<file path="src/rtl/bcd_pkg.sv">
// Shared definitions for the BCD maximum tracker.
// Holds the digit geometry, the tracker FSM state type and a helper that
// flags any 4-digit BCD word containing a non-decimal digit.
package bcd_pkg;

  localparam int DIGIT_W    = 4;
  localparam int NUM_DIGITS = 4;
  localparam int DATA_W     = DIGIT_W * NUM_DIGITS;
  localparam logic [DIGIT_W-1:0] BCD_DIGIT_MAX = 4'd9;

  typedef enum logic [1:0] {
    ST_IDLE = 2'd0,
    ST_CMP  = 2'd1,
    ST_UPD  = 2'd2,
    ST_DONE = 2'd3
  } state_t;

  // True when any digit of the word lies outside 0..9.
  function automatic logic has_bad_digit(input logic [DATA_W-1:0] v);
    logic bad;
    bad = 1'b0;
    for (int i = 0; i < NUM_DIGITS; i++) begin
      if (v[i*DIGIT_W +: DIGIT_W] > BCD_DIGIT_MAX) bad = 1'b1;
    end
    return bad;
  endfunction

endpackage

</file>
<file path="src/rtl/bcd_digit_cmp.sv">
// Single-digit magnitude comparator.
// Ports:
//   a_digit, b_digit : 4-bit digits to compare (a = candidate, b = reference)
//   gt / lt / eq     : a > b, a < b, a == b (exactly one is high)
module bcd_digit_cmp
  import bcd_pkg::*;
(
  input  logic [DIGIT_W-1:0] a_digit,
  input  logic [DIGIT_W-1:0] b_digit,
  output logic               gt,
  output logic               lt,
  output logic               eq
);

  assign gt = (a_digit >  b_digit);
  assign lt = (a_digit <  b_digit);
  assign eq = (a_digit == b_digit);

endmodule

</file>
<file path="src/rtl/bcd_max_tracker.sv">
// Tracks the largest 4-digit BCD sample seen since reset or clear.
// A sample is compared against the stored maximum one digit per cycle,
// most significant digit first, using one shared digit comparator.
// Ports:
//   clk, rst_n          : clock, asynchronous active-low reset
//   clear               : synchronous clear of all tracker contents
//   in_valid, in_data   : sample offer (4-digit BCD), in_ready handshake
//   max_val, max_valid  : current maximum and whether it holds a sample
//   sample_cnt          : saturating count of accepted valid samples
//   done, new_max       : end-of-processing pulse, qualified by replacement
//   bad_bcd             : pulse after an accepted sample with a digit > 9
module bcd_max_tracker
  import bcd_pkg::*;
(
  input  logic              clk,
  input  logic              rst_n,
  input  logic              clear,
  input  logic              in_valid,
  input  logic [DATA_W-1:0] in_data,
  output logic              in_ready,
  output logic [DATA_W-1:0] max_val,
  output logic              max_valid,
  output logic [7:0]        sample_cnt,
  output logic              done,
  output logic              new_max,
  output logic              bad_bcd
);

  state_t            state_q, state_d;
  logic [1:0]        idx_q, idx_d;
  logic [DATA_W-1:0] smp_q, smp_d;
  logic [DATA_W-1:0] max_val_q, max_val_d;
  logic              max_valid_q, max_valid_d;
  logic [7:0]        cnt_q, cnt_d;
  logic              updated_q, updated_d;
  logic              done_q, done_d;
  logic              new_max_q, new_max_d;
  logic              bad_bcd_q, bad_bcd_d;

  logic [DIGIT_W-1:0] smp_digit, max_digit;
  logic               dig_gt, dig_lt, dig_eq;
  logic               accept;

  function automatic logic [7:0] sat_inc(input logic [7:0] c);
    return (c == 8'hFF) ? c : c + 8'd1;
  endfunction

  // The digit index selects the same position in both words so one
  // comparator serves all four digits over successive cycles.
  assign smp_digit = smp_q[{idx_q, 2'b00} +: DIGIT_W];
  assign max_digit = max_val_q[{idx_q, 2'b00} +: DIGIT_W];

  bcd_digit_cmp u_digit_cmp (
    .a_digit (smp_digit),
    .b_digit (max_digit),
    .gt      (dig_gt),
    .lt      (dig_lt),
    .eq      (dig_eq)
  );

  assign in_ready = (state_q == ST_IDLE) && !clear && rst_n;
  assign accept   = in_valid && in_ready;

  always_comb begin
    state_d     = state_q;
    idx_d       = idx_q;
    smp_d       = smp_q;
    max_val_d   = max_val_q;
    max_valid_d = max_valid_q;
    cnt_d       = cnt_q;
    updated_d   = updated_q;
    bad_bcd_d   = 1'b0;

    if (clear) begin
      // Clear wins over any in-flight compare; nothing is reported for it.
      state_d     = ST_IDLE;
      idx_d       = 2'd3;
      max_val_d   = '0;
      max_valid_d = 1'b0;
      cnt_d       = '0;
      updated_d   = 1'b0;
    end else begin
      case (state_q)
        ST_IDLE: begin
          if (accept) begin
            if (has_bad_digit(in_data)) begin
              bad_bcd_d = 1'b1;
            end else begin
              smp_d     = in_data;
              cnt_d     = sat_inc(cnt_q);
              updated_d = 1'b0;
              idx_d     = 2'd3;
              state_d   = max_valid_q ? ST_CMP : ST_UPD;
            end
          end
        end
        ST_CMP: begin
          if (dig_gt) begin
            state_d = ST_UPD;
          end else if (dig_lt || (dig_eq && idx_q == 2'd0)) begin
            // Lower digit or a complete tie: keep the stored maximum.
            state_d = ST_DONE;
          end else begin
            idx_d = idx_q - 2'd1;
          end
        end
        ST_UPD: begin
          max_val_d   = smp_q;
          max_valid_d = 1'b1;
          updated_d   = 1'b1;
          state_d     = ST_DONE;
        end
        default: begin
          state_d = ST_IDLE;
        end
      endcase
    end

    done_d    = (state_d == ST_DONE);
    new_max_d = done_d && updated_d;
  end

  always_ff @(posedge clk or negedge rst_n) begin
    if (!rst_n) begin
      state_q     <= ST_IDLE;
      idx_q       <= 2'd3;
      smp_q       <= '0;
      max_val_q   <= '0;
      max_valid_q <= 1'b0;
      cnt_q       <= '0;
      updated_q   <= 1'b0;
      done_q      <= 1'b0;
      new_max_q   <= 1'b0;
      bad_bcd_q   <= 1'b0;
    end else begin
      state_q     <= state_d;
      idx_q       <= idx_d;
      smp_q       <= smp_d;
      max_val_q   <= max_val_d;
      max_valid_q <= max_valid_d;
      cnt_q       <= cnt_d;
      updated_q   <= updated_d;
      done_q      <= done_d;
      new_max_q   <= new_max_d;
      bad_bcd_q   <= bad_bcd_d;
    end
  end

  assign max_val    = max_val_q;
  assign max_valid  = max_valid_q;
  assign sample_cnt = cnt_q;
  assign done       = done_q;
  assign new_max    = new_max_q;
  assign bad_bcd    = bad_bcd_q;

endmodule

</file>
<file path="config.mk">
export PLATFORM = sky130hd
export DESIGN_NAME = bcd_max_tracker
export DESIGN_NICKNAME = d
export VERILOG_FILES = /design/src/rtl/bcd_pkg.sv /design/src/rtl/bcd_digit_cmp.sv /design/src/rtl/bcd_max_tracker.sv
export SDC_FILE = /design/constraint.sdc
export NUM_CORES = 1
export LEC_CHECK = 0
export CAP_MARGIN = 40
export CELL_PAD_IN_SITES_DETAIL_PLACEMENT = 1
export CELL_PAD_IN_SITES_GLOBAL_PLACEMENT = 2
export CORE_MARGIN = 10
export CORE_UTILIZATION = 36
export DETAILED_ROUTE_END_ITERATION = 16
export GPL_TIMING_DRIVEN = 0
export PLACE_DENSITY = 0.89
export SYNTH_ARGS = -nofsm -noshare
export SYNTH_HDL_FRONTEND = slang
export SYNTH_SLANG_ARGS = --single-unit
</file>
<file path="constraint.sdc">
create_clock -name clk -period 4.4 [get_ports clk]
set_clock_uncertainty 0.05 [all_clocks]
set_input_delay 0.88 -clock clk [delete_from_list [all_inputs] [get_ports clk]]
set_output_delay 0.88 -clock clk [all_outputs]
set_load 0.005 [all_outputs]
</file>
==> results of run 1 <==
==> cell families after synthesis <==
family,after synthesis
AOI/OAI and AO/OA,51
DFF,49
and+or+nand+nor,40
muxes,26
buffers and inverters,21
adders and majority gates,6
==> through the flow <==
step           hold WS [ns]  cells
2_1_floorplan        0.4364    193
3_3_place_gp         0.4507    318
3_5_place_dp         0.4615    319
4_1_cts              0.4375    327
5_1_grt              0.4417    327
6_report             0.4254    327
==> registers in the layout, summed over array words and instances (netlist names) <==
signal and count:
max_valid 1, updated_q 1, new_max 1, state_q 2, bad_bcd 1, max_val 16, smp_q 16, done 1
sample_cnt 8, idx_q 2
==> worst reg2reg max path: cells and delay by family (launching register included) <==
family / cells / cell delay [ns]
mux: 1 / 0.61
compound gates: 4 / 0.88
flops: 1 / 0.52
fa+ha+maj: 1 / 0.35
buf+inv: 1 / 0.58
==> worst min path at each step <==
stage                                endpoint  slack, ns  depth (start not counted)
global placement      max_val[12]$_DFFE_PN0P_       0.45                          1
global route        sample_cnt[7]$_DFFE_PN0P_       0.44                          1
floorplan             max_val[10]$_DFFE_PN0P_       0.44                          1
CTS                 sample_cnt[7]$_DFFE_PN0P_       0.44                          1
detailed placement     max_val[0]$_DFFE_PN0P_       0.46                          1
finish              sample_cnt[7]$_DFFE_PN0P_       0.43                          1
==> cell usage after synthesis <==
master,count
sky130_fd_sc_hd__a21boi_0,1
sky130_fd_sc_hd__a21o_1,2
sky130_fd_sc_hd__a21oi_1,7
sky130_fd_sc_hd__a221oi_1,1
sky130_fd_sc_hd__a22o_1,16
sky130_fd_sc_hd__a22oi_1,1
sky130_fd_sc_hd__a311oi_1,1
sky130_fd_sc_hd__a31oi_1,1
sky130_fd_sc_hd__a32o_1,1
sky130_fd_sc_hd__and2_1,1
sky130_fd_sc_hd__and4_1,1
sky130_fd_sc_hd__buf_4,1
sky130_fd_sc_hd__buf_6,2
sky130_fd_sc_hd__clkbuf_1,6
sky130_fd_sc_hd__dfrtp_1,47
sky130_fd_sc_hd__dfstp_2,2
sky130_fd_sc_hd__ha_1,6
sky130_fd_sc_hd__inv_1,12
sky130_fd_sc_hd__mux2_2,17
sky130_fd_sc_hd__mux2i_1,1
sky130_fd_sc_hd__mux4_2,8
sky130_fd_sc_hd__nand2_1,8
sky130_fd_sc_hd__nand3_1,5
sky130_fd_sc_hd__nand4_1,4
sky130_fd_sc_hd__nor2_1,8
sky130_fd_sc_hd__nor2_4,1
sky130_fd_sc_hd__nor2b_1,2
sky130_fd_sc_hd__nor3_1,1
sky130_fd_sc_hd__nor3_2,1
sky130_fd_sc_hd__nor3b_1,1
sky130_fd_sc_hd__nor4b_4,1
sky130_fd_sc_hd__o2111ai_1,1
sky130_fd_sc_hd__o211ai_2,1
sky130_fd_sc_hd__o21a_1,1
sky130_fd_sc_hd__o21ai_0,5
sky130_fd_sc_hd__o221a_2,1
sky130_fd_sc_hd__o221ai_1,1
sky130_fd_sc_hd__o311ai_0,1
sky130_fd_sc_hd__o31ai_1,5
sky130_fd_sc_hd__o32ai_1,1
sky130_fd_sc_hd__o41ai_1,3
sky130_fd_sc_hd__or3_1,2
sky130_fd_sc_hd__or4_1,3
sky130_fd_sc_hd__or4b_1,1
==> layout make-up <==
class / count / area [sq um]
fillers: 687 / 3322
clock inverters: 3 / 22.52
well taps: 77 / 96.34
clock buffers: 5 / 68.82
plain buffers: 9 / 52.55
flip-flops and latches: 49 / 1229
repair buffers: 49 / 495.5
inverters: 12 / 45.04
multi-input cells: 123 / 1091
==> cell usage in the layout, fill, tap and decap left out, drive strengths merged, types with 2 or more instances in the layout <==
cell type      netlist  layout
dfstp                2       2
nor2b                2       2
a21oi                7       7
nand4                4       4
mux4                 8       8
inv                 12      12
or4                  3       3
mux2                17      17
dfrtp               47      47
a22o                16      16
a21o                 2       2
buf                  3       5
ha                   6       6
clkbuf               6      11
o31ai                5       5
nor3                 2       2
nand2                8       8
clkinv               0       3
o41ai                3       3
o21ai                5       5
clkdlybuf4s50        0      47
nor2                 9       9
or3                  2       2
nand3                5       5
==> power breakdown <==
part           internal [mW]  switching, mW
clock                  0.113          0.157
combinational          0.207          0.173
sequential             0.531         0.0671
==> per-layer routing <==
layer,global-route usage [%],vias up,share of wire (%)
met5,0,-,0
met4,2.928,0,0.93
met3,3.239,5,3.6
met2,22.91,30,51
met1,15.79,959,44
li1,-,857,-
==> flow_summary.json, run 1 <==
{
  "run_status": "finished, final reports clean",
  "cts.htree.levels": 2,
  "io_pins": 49,
  "critical_path.startpoint_type": "input pin",
  "drt_pass1_iterations": 4,
  "number_of_antenna_violations_at_the_first_check_in_global_routing": 0,
  "routedWlPerCell_um": 19.47,
  "first_iter_violations": 72,
  "avgSynthCellArea_sq_um": 12.52,
  "timing.critical_path.slowest_cell_delay_ns": 0.58,
  "vias_in_the_first_global_route": 2084,
  "synth_area_leaders": "sky130_fd_sc_hd__dfrtp_1 49%, sky130_fd_sc_hd__mux2_2 7.9%, sky130_fd_sc_hd__mux4_2 7.5%",
  "post_synth_num_cell_types": 44,
  "number_of_buffers_and_inverters_on_the_critical_path": 2,
  "yosysWarningCount": 0,
  "gp_congestion": 0.7989,
  "p_per_area_nw_per_um2": 402.6,
  "mapped_area_sq_um": 2417,
  "dpl_worst_slack_ns": 0.9806,
  "place_hpwl_um": 4919,
  "finalCritPeriodShare_pct": 77.46,
  "placed_area_sq_um": 3009,
  "critical_path_class": "input pin to output port",
  "grt_first_pass_wirelength_um": 10710,
  "fp.dieW_um": 101.9,
  "fp.coreArea_sq_um": 6422,
  "clock_latency_ns": 0.30,
  "final_core_utilization_pct": 48.28,
  "path_clk_slew_ns": 0.09,
  "finalWorstSetupSlack_ns": 0.9920,
  "layout.nets": 275,
  "r2r-end": "new_max$_DFF_PN0_",
  "path_cells": "clkdlybuf4s50_1, nor4b_4, clkdlybuf4s50_1",
  "detail_route.drc_violations": 0,
  "routed_via_density": 5.661,
  "crit-reg2reg-launch": "idx_q[0]$_DFFE_PN1P_",
  "post_synth_and_or_nand_nor_area_fraction_pct": 9.938,
  "synth_top_area_cell": "sky130_fd_sc_hd__dfrtp_1",
  "largest_family_of_logic_cells_by_synthesized_area": "compound AO/OA/AOI/OAI gates",
  "power.static_leakage_nw": 1.314,
  "finalWirelength_um": 6366,
  "cts_hold_buffers": 0,
  "cts_sinks": 49,
  "report.final.setup_viol": 0,
  "worst-endpoint-arrival_ns": 2.48,
  "worst-path-max-fanout": 6,
  "p_total_mw": 1.248,
  "area_growth_pct": 28.26,
  "rows": 29,
  "diodes": 0,
  "die_h_um": 101.9,
  "cp_top_family": "buffers and inverters",
  "rsz0062_at_grt": "false",
  "globalRouteOverflowTotal": 0,
  "yosys_register_bits": 49,
  "post-synth-top-area-fraction_pct": 48.65,
  "grt_max_degree": 38,
  "cap_viol_max_count": 0,
  "worstSetupStartpoint": "clear",
  "timing.final.hold_violations": 0,
  "worst-endpoint-required_ns": 3.47,
  "min_path_type": "input pin to asynchronous set/reset pin",
  "cp_num_cells": 3,
  "drv_slew": 0,
  "finish.instance_area_sq_um": 3100,
  "timing.max_slew.rel_slack_pct": 48.49,
  "cts_made_buffers": 5,
  "ys_seq_area_share_pct": 50.83,
  "reg2reg_depth": 7,
  "dr_total_vias": 1851,
  "clockBufferDepth": 2,
  "postSynthCellCount": 193,
  "cts_tree": "done",
  "max_freq_mhz": 293.4,
  "post_synth_fa_ha_maj_area_fraction_pct": 3.106,
  "track_usage_pct": 13.05,
  "drive_gt1_share_pct": 18.00,
  "synthMuxAreaShare_pct": 15.79,
  "fin_tns_setup_ns": 0,
  "period_minus_slack_ns": 3.408,
  "syn-num-nets": 219,
  "worst_slew_pin_slew_ns": 0.7726,
  "cts_resized": 0,
  "clk_root_buffer_cell": "sky130_fd_sc_hd__clkbuf_8",
  "synthXorXnorAreaFrac_pct": 0,
  "endpoint_type_of_the_worst_setup_path": "output port",
  "ir_worst_vdd_mv": 0.1944,
  "portBuffers": 48,
  "post-cts-setup-buffers": 0,
  "worst_setup_path_endpoint": "in_ready",
  "worst_path_most_repeated_cell": "sky130_fd_sc_hd__clkdlybuf4s50_1",
  "synth_compound_gate_area_share_pct": 16.30,
  "effective_utilization_at_floorplan_pct": 37.64,
  "crit_path_top_delay_cell": "sky130_fd_sc_hd__clkdlybuf4s50_1",
  "fp.dieArea_sq_um": 10390,
  "drt.antenna.violating_nets": 0,
  "worst-r2r-setup-slack_ns": 1.30
}
(Power assumes the default switching activity.)
==> run 2, diff against run 1 <==
Settings changed: CORE_UTILIZATION 36 to 31, PLACE_DENSITY 0.89 to 0.82.
Clock period 4.4 ns to 2.8 ns, I/O delays scaled along.
==> flow_summary.json, run 2 (synthesis gave the netlist of run 1 again) <==
{
  "area_growth_pct": 30.07,
  "most-common-layout-cells": "47 x sky130_fd_sc_hd__dfrtp_1, 46 x sky130_fd_sc_hd__clkdlybuf4s50_1, 17 x sky130_fd_sc_hd__mux2_2, 16 x sky130_fd_sc_hd__a22o_1, 12 x sky130_fd_sc_hd__inv_1",
  "clk_root_buffer_cell": "sky130_fd_sc_hd__clkbuf_8",
  "vias_in_the_first_global_route": 2117,
  "drt.antenna.violating_nets": 0,
  "finish.instance_area_sq_um": 3144,
  "max_freq_mhz": 377.6,
  "worst-path-max-fanout": 10,
  "finalWorstSetupSlack_ns": 0.1520,
  "min_path_type": "input pin to asynchronous set/reset pin",
  "portBuffers": 48,
  "routed_via_density": 5.270,
  "globalRouteOverflowTotal": 0,
  "first_iter_violations": 117,
  "worst-r2r-setup-slack_ns": 0.15,
  "cts_made_buffers": 5,
  "layout.nets": 275,
  "power.share.switching_pct": 32.68,
  "rsz0062_at_grt": "false",
  "fp.dieArea_sq_um": 11730,
  "power.share.sequential_pct": 48.0,
  "fp.dieW_um": 108.3,
  "power_switching_mw": 0.6505,
  "dr_total_vias": 1855,
  "final_core_utilization_pct": 41.12,
  "gp_congestion": 0.7723,
  "drv_slew": 0,
  "grt_max_degree": 33,
  "cts_hold_buffers": 0,
  "comb_power_share_pct": 30.9,
  "run_status": "finished, final reports clean",
  "worst-endpoint-required_ns": 2.95,
  "clockBufferDepth": 2,
  "endpoint_type_of_the_worst_setup_path": "flip-flop",
  "dpl_worst_slack_ns": -0.3186,
  "path_clk_slew_ns": 0.09,
  "io_pins": 49,
  "detail_route.drc_violations": 0,
  "share_clk_of_total_power_pct": 21.1,
  "effective_utilization_at_floorplan_pct": 31.61,
  "critical_path_class": "flip-flop to flip-flop",
  "period_minus_slack_ns": 2.648,
  "track_usage_pct": 12.17,
  "timing.final.hold_violations": 0,
  "fp.coreArea_sq_um": 7647,
  "ff_latch_area_sq_um": 1232,
  "final_common_cell": "sky130_fd_sc_hd__dfrtp_1",
  "crit-reg2reg-launch": "idx_q[0]$_DFFE_PN1P_",
  "fin_tns_setup_ns": 0,
  "rows": 32,
  "n_fill_cell": 833,
  "worst-endpoint-arrival_ns": 2.80,
  "ir_worst_vdd_mv": 0.2661,
  "internal-power_mw": 1.340,
  "grt_first_pass_wirelength_um": 11300,
  "critical_path.startpoint_type": "flip-flop",
  "worstSetupStartpoint": "idx_q[0]$_DFFE_PN1P_",
  "drive_gt1_share_pct": 19.20,
  "placed_area_sq_um": 3040,
  "routedWlPerCell_um": 19.91,
  "number_of_antenna_violations_at_the_first_check_in_global_routing": 0,
  "power.static_leakage_nw": 1.319,
  "drt_pass1_iterations": 4,
  "report.final.setup_viol": 0,
  "place_hpwl_um": 5198,
  "p_per_area_nw_per_um2": 633.2,
  "p_total_mw": 1.991,
  "worst_slew_pin_slew_ns": 0.6203,
  "diodes": 0,
  "cts_sinks": 49,
  "finalCritPeriodShare_pct": 94.57,
  "worst_setup_path_endpoint": "state_q[0]$_DFF_PN0_",
  "multi_input_comb_area_sq_um": 1096,
  "cap_viol_max_count": 0,
  "die_h_um": 108.3,
  "cts_tree": "done",
  "timing.max_slew.rel_slack_pct": 58.42,
  "reg2reg_depth": 6,
  "r2r-end": "state_q[0]$_DFF_PN0_",
  "clock_latency_ns": 0.30,
  "finalWirelength_um": 7008,
  "cts.htree.levels": 2
}
-- run 2: per-stage QoR --
| stage | std cells | hold slack [ns] |
|---|---|---|
| floorplan | 193 | 0.2144 |
| global placement | 343 | 0.4535 |
| detailed placement | 344 | 0.4632 |
| CTS | 350 | 0.1566 |
| global route | 352 | 0.1166 |
| finish | 352 | 0.1055 |
-- run 2: layer usage --
metal,part of all wire [%],vias up,GRT usage [%]
met5,0,-,0
met4,1.0,0,3.672
met3,3.1,4,2.201
met2,52,33,21.29
met1,44,963,14.87
li1,-,855,-
-- run 2: layout make-up --
type	instances	area share, %
plain buffers	7	1.433
clock inverters	3	0.5571
multi-input cells	123	34.86
well taps	102	4.059
clock buffers	5	2.189
flip-flops and latches	49	39.20
inverters	12	1.433
repair buffers	51	16.28
-- run 2: what timing repair did --
| action | CTS | global route |
|---|---|---|
| buffers inserted | 0 | 2 |
| resized for setup | 1 | 3 |
| setup endpoints to repair | 7 | 12 |
-- run 2: how the worst min path moves through the flow --
stage	end	slack, ns	depth (start not counted)
global placement	max_val[12]$_DFFE_PN0P_	0.45	1
floorplan	bad_bcd$_DFF_PN0_	0.21	0
detailed placement	max_val[8]$_DFFE_PN0P_	0.46	1
global route	sample_cnt[1]$_DFFE_PN0P_	0.12	1
CTS	sample_cnt[1]$_DFFE_PN0P_	0.16	1
finish	sample_cnt[4]$_DFFE_PN0P_	0.11	1
-- run 2: worst max-delay path, cell delays in order (launching register included) --
cell and delay (ns):
sky130_fd_sc_hd__dfstp_4 0.73, sky130_fd_sc_hd__mux4_2 0.52, sky130_fd_sc_hd__ha_1 0.35, sky130_fd_sc_hd__a21oi_1 0.19
sky130_fd_sc_hd__o221ai_1 0.23, sky130_fd_sc_hd__a21o_1 0.20, sky130_fd_sc_hd__a221oi_1 0.28
-- run 2: power groups by stage --
stage          sequential (mW)  clock, mW  combinational, mW
3_3_place_gp             0.949          0              0.598
5_1_grt                  0.979      0.456              0.675
3_5_place_dp             0.957          0              0.620
6_report                 0.955      0.420              0.615
2_1_floorplan            0.920          0              0.391
4_1_cts                  0.955      0.432              0.613
==> run 3, diff against run 2 <==
Settings changed: SLEW_MARGIN set to 20.
==> flow_summary.json, run 3 (synthesis gave the netlist of run 1 again) <==
{
  "worstSetupStartpoint": "idx_q[0]$_DFFE_PN1P_",
  "worst_slew_pin_slew_ns": 0.6369,
  "power.share.switching_pct": 32.65,
  "run_status": "finished, final reports clean",
  "number_of_antenna_violations_at_the_first_check_in_global_routing": 0,
  "cts.htree.levels": 2,
  "globalRouteOverflowTotal": 0,
  "routedWlPerCell_um": 19.76,
  "fp.coreArea_sq_um": 7647,
  "dpl_worst_slack_ns": -0.3186,
  "comb_power_share_pct": 30.4,
  "track_usage_pct": 12.11,
  "timing.final.hold_violations": 0,
  "report.final.setup_viol": 0,
  "most-common-layout-cells": "47 x sky130_fd_sc_hd__dfrtp_1, 46 x sky130_fd_sc_hd__clkdlybuf4s50_1, 17 x sky130_fd_sc_hd__mux2_2, 16 x sky130_fd_sc_hd__a22o_1, 12 x sky130_fd_sc_hd__inv_1",
  "cts_sinks": 49,
  "power.static_leakage_nw": 1.304,
  "critical_path.startpoint_type": "flip-flop",
  "grt_max_degree": 51,
  "gp_congestion": 0.7723,
  "vias_in_the_first_global_route": 2093,
  "internal-power_mw": 1.334,
  "place_hpwl_um": 5096,
  "crit-reg2reg-launch": "idx_q[0]$_DFFE_PN1P_",
  "effective_utilization_at_floorplan_pct": 31.61,
  "diodes": 0,
  "drv_slew": 0,
  "cap_viol_max_count": 0,
  "cts_made_buffers": 5,
  "path_clk_slew_ns": 0.09,
  "power.share.sequential_pct": 48.2,
  "finalCritPeriodShare_pct": 95.14,
  "ir_worst_vdd_mv": 0.2604,
  "endpoint_type_of_the_worst_setup_path": "flip-flop",
  "final_common_cell": "sky130_fd_sc_hd__dfrtp_1",
  "cts_tree": "done",
  "max_freq_mhz": 375.4,
  "die_h_um": 108.3,
  "path_cells": "mux4_2, ha_1, a21oi_1, o221ai_1, a21o_1, a221oi_1",
  "layout.nets": 272,
  "period_minus_slack_ns": 2.664,
  "worst-endpoint-arrival_ns": 2.82,
  "drt.antenna.violating_nets": 0,
  "clock_latency_ns": 0.31,
  "finalWorstSetupSlack_ns": 0.1361,
  "critical_path_class": "flip-flop to flip-flop",
  "finalWirelength_um": 6897,
  "worst-endpoint-required_ns": 2.95,
  "clockBufferDepth": 2,
  "fp.dieArea_sq_um": 11730,
  "stdcell_count": 349,
  "rsz0062_at_grt": "true",
  "crit_path_top_delay_cell": "sky130_fd_sc_hd__dfstp_4",
  "min_path_type": "input pin to asynchronous set/reset pin",
  "io_pins": 49,
  "worst-path-max-fanout": 10,
  "drive_gt1_share_pct": 17.81,
  "fp.dieW_um": 108.3,
  "detail_route.drc_violations": 0,
  "share_clk_of_total_power_pct": 21.4,
  "area_growth_pct": 28.62,
  "first_iter_violations": 99,
  "post-cts-setup-buffers": 0,
  "routed_via_density": 5.289,
  "rows": 32,
  "power_switching_mw": 0.6466,
  "p_per_area_nw_per_um2": 637.0,
  "timing.max_slew.rel_slack_pct": 57.31,
  "place_inst": 343,
  "final_core_utilization_pct": 40.66,
  "grt_first_pass_wirelength_um": 11260,
  "portBuffers": 48,
  "timing.critical_path.slowest_cell_delay_ns": 0.74,
  "dr_total_vias": 1846,
  "number_of_buffers_and_inverters_on_the_critical_path": 0,
  "p_total_mw": 1.981,
  "cp_top_family": "compound AO/OA/AOI/OAI gates",
  "drt_pass1_iterations": 4,
  "clk_root_buffer_cell": "sky130_fd_sc_hd__clkbuf_8"
}
==> run 3: cell types whose count changed in the layout (fill, tap and decap cells not counted), sizes merged <==
cell      change
clkinvlp      -1
buf           -2
==> run 3: worst register-to-register path: cells and delay by family (launching register included) <==
kind / cells / cell delay, ns
adder cells (fa/ha/maj): 1 / 0.35
multiplexers: 1 / 0.54
flip-flops: 1 / 0.74
AO/OA/AOI/OAI: 4 / 0.90
==> run 3: layer usage <==
metal	GRT usage [%]	vias to the layer above	routed length, um
li1	-	848	-
met1	15.02	960	3007
met2	20.86	33	3565
met3	2.439	5	248
met4	3.390	0	76
met5	0	-	0
==> run 3: cell type report <==
class | count | area (sq um)
Tap cell | 102 | 127.6
Fill cell | 821 | 4538
Clock buffer | 6 | 72.57
Buffer | 7 | 45.04
Inverter | 12 | 45.04
Sequential cell | 49 | 1232
Timing Repair Buffer | 48 | 480.5
Multi-Input combinational cell | 123 | 1096
Clock inverter | 2 | 10.01
==> run 3: path summary, 6_finish.rpt <==
kind	end	slack, ns	depth (start not counted)
max	state_q[0]$_DFF_PN0_	0.14	6
min	bad_bcd$_DFF_PN0_	0.14	1
max reg2reg	state_q[0]$_DFF_PN0_	0.14	6
min reg2reg	max_val[4]$_DFFE_PN0P_	0.48	1
max in group asynchronous	idx_q[1]$_DFFE_PN1P_	2.21	1
min in group clk	max_val[4]$_DFFE_PN0P_	0.48	1
==> run 3: power by group through the flow <==
stage          sequential, mW  combinational [mW]  clock, mW
6_report                0.955               0.602      0.423
5_1_grt                 0.979               0.663      0.458
4_1_cts                 0.954               0.608      0.432
3_5_place_dp            0.956               0.617          0
3_3_place_gp            0.949               0.598          0
2_1_floorplan           0.920               0.391          0
==> run 3: per-stage QoR <==
stage	TNS, ns	hold slack, ns	instance area [sq um]
global placement	-69.86	0.4535	3025
global route	-0.001635	0.1552	3109
finish	0	0.1394	3109
CTS	0	0.2450	3097
detailed placement	-3.669	0.4629	3023
floorplan	0	0.2144	2417
==> run 3: timing repair <==
item,CTS,global route
endpoints found under the hold margin,0,0
resized for setup,1,3
hold buffers,0,0
endpoints found under the setup margin,7,12
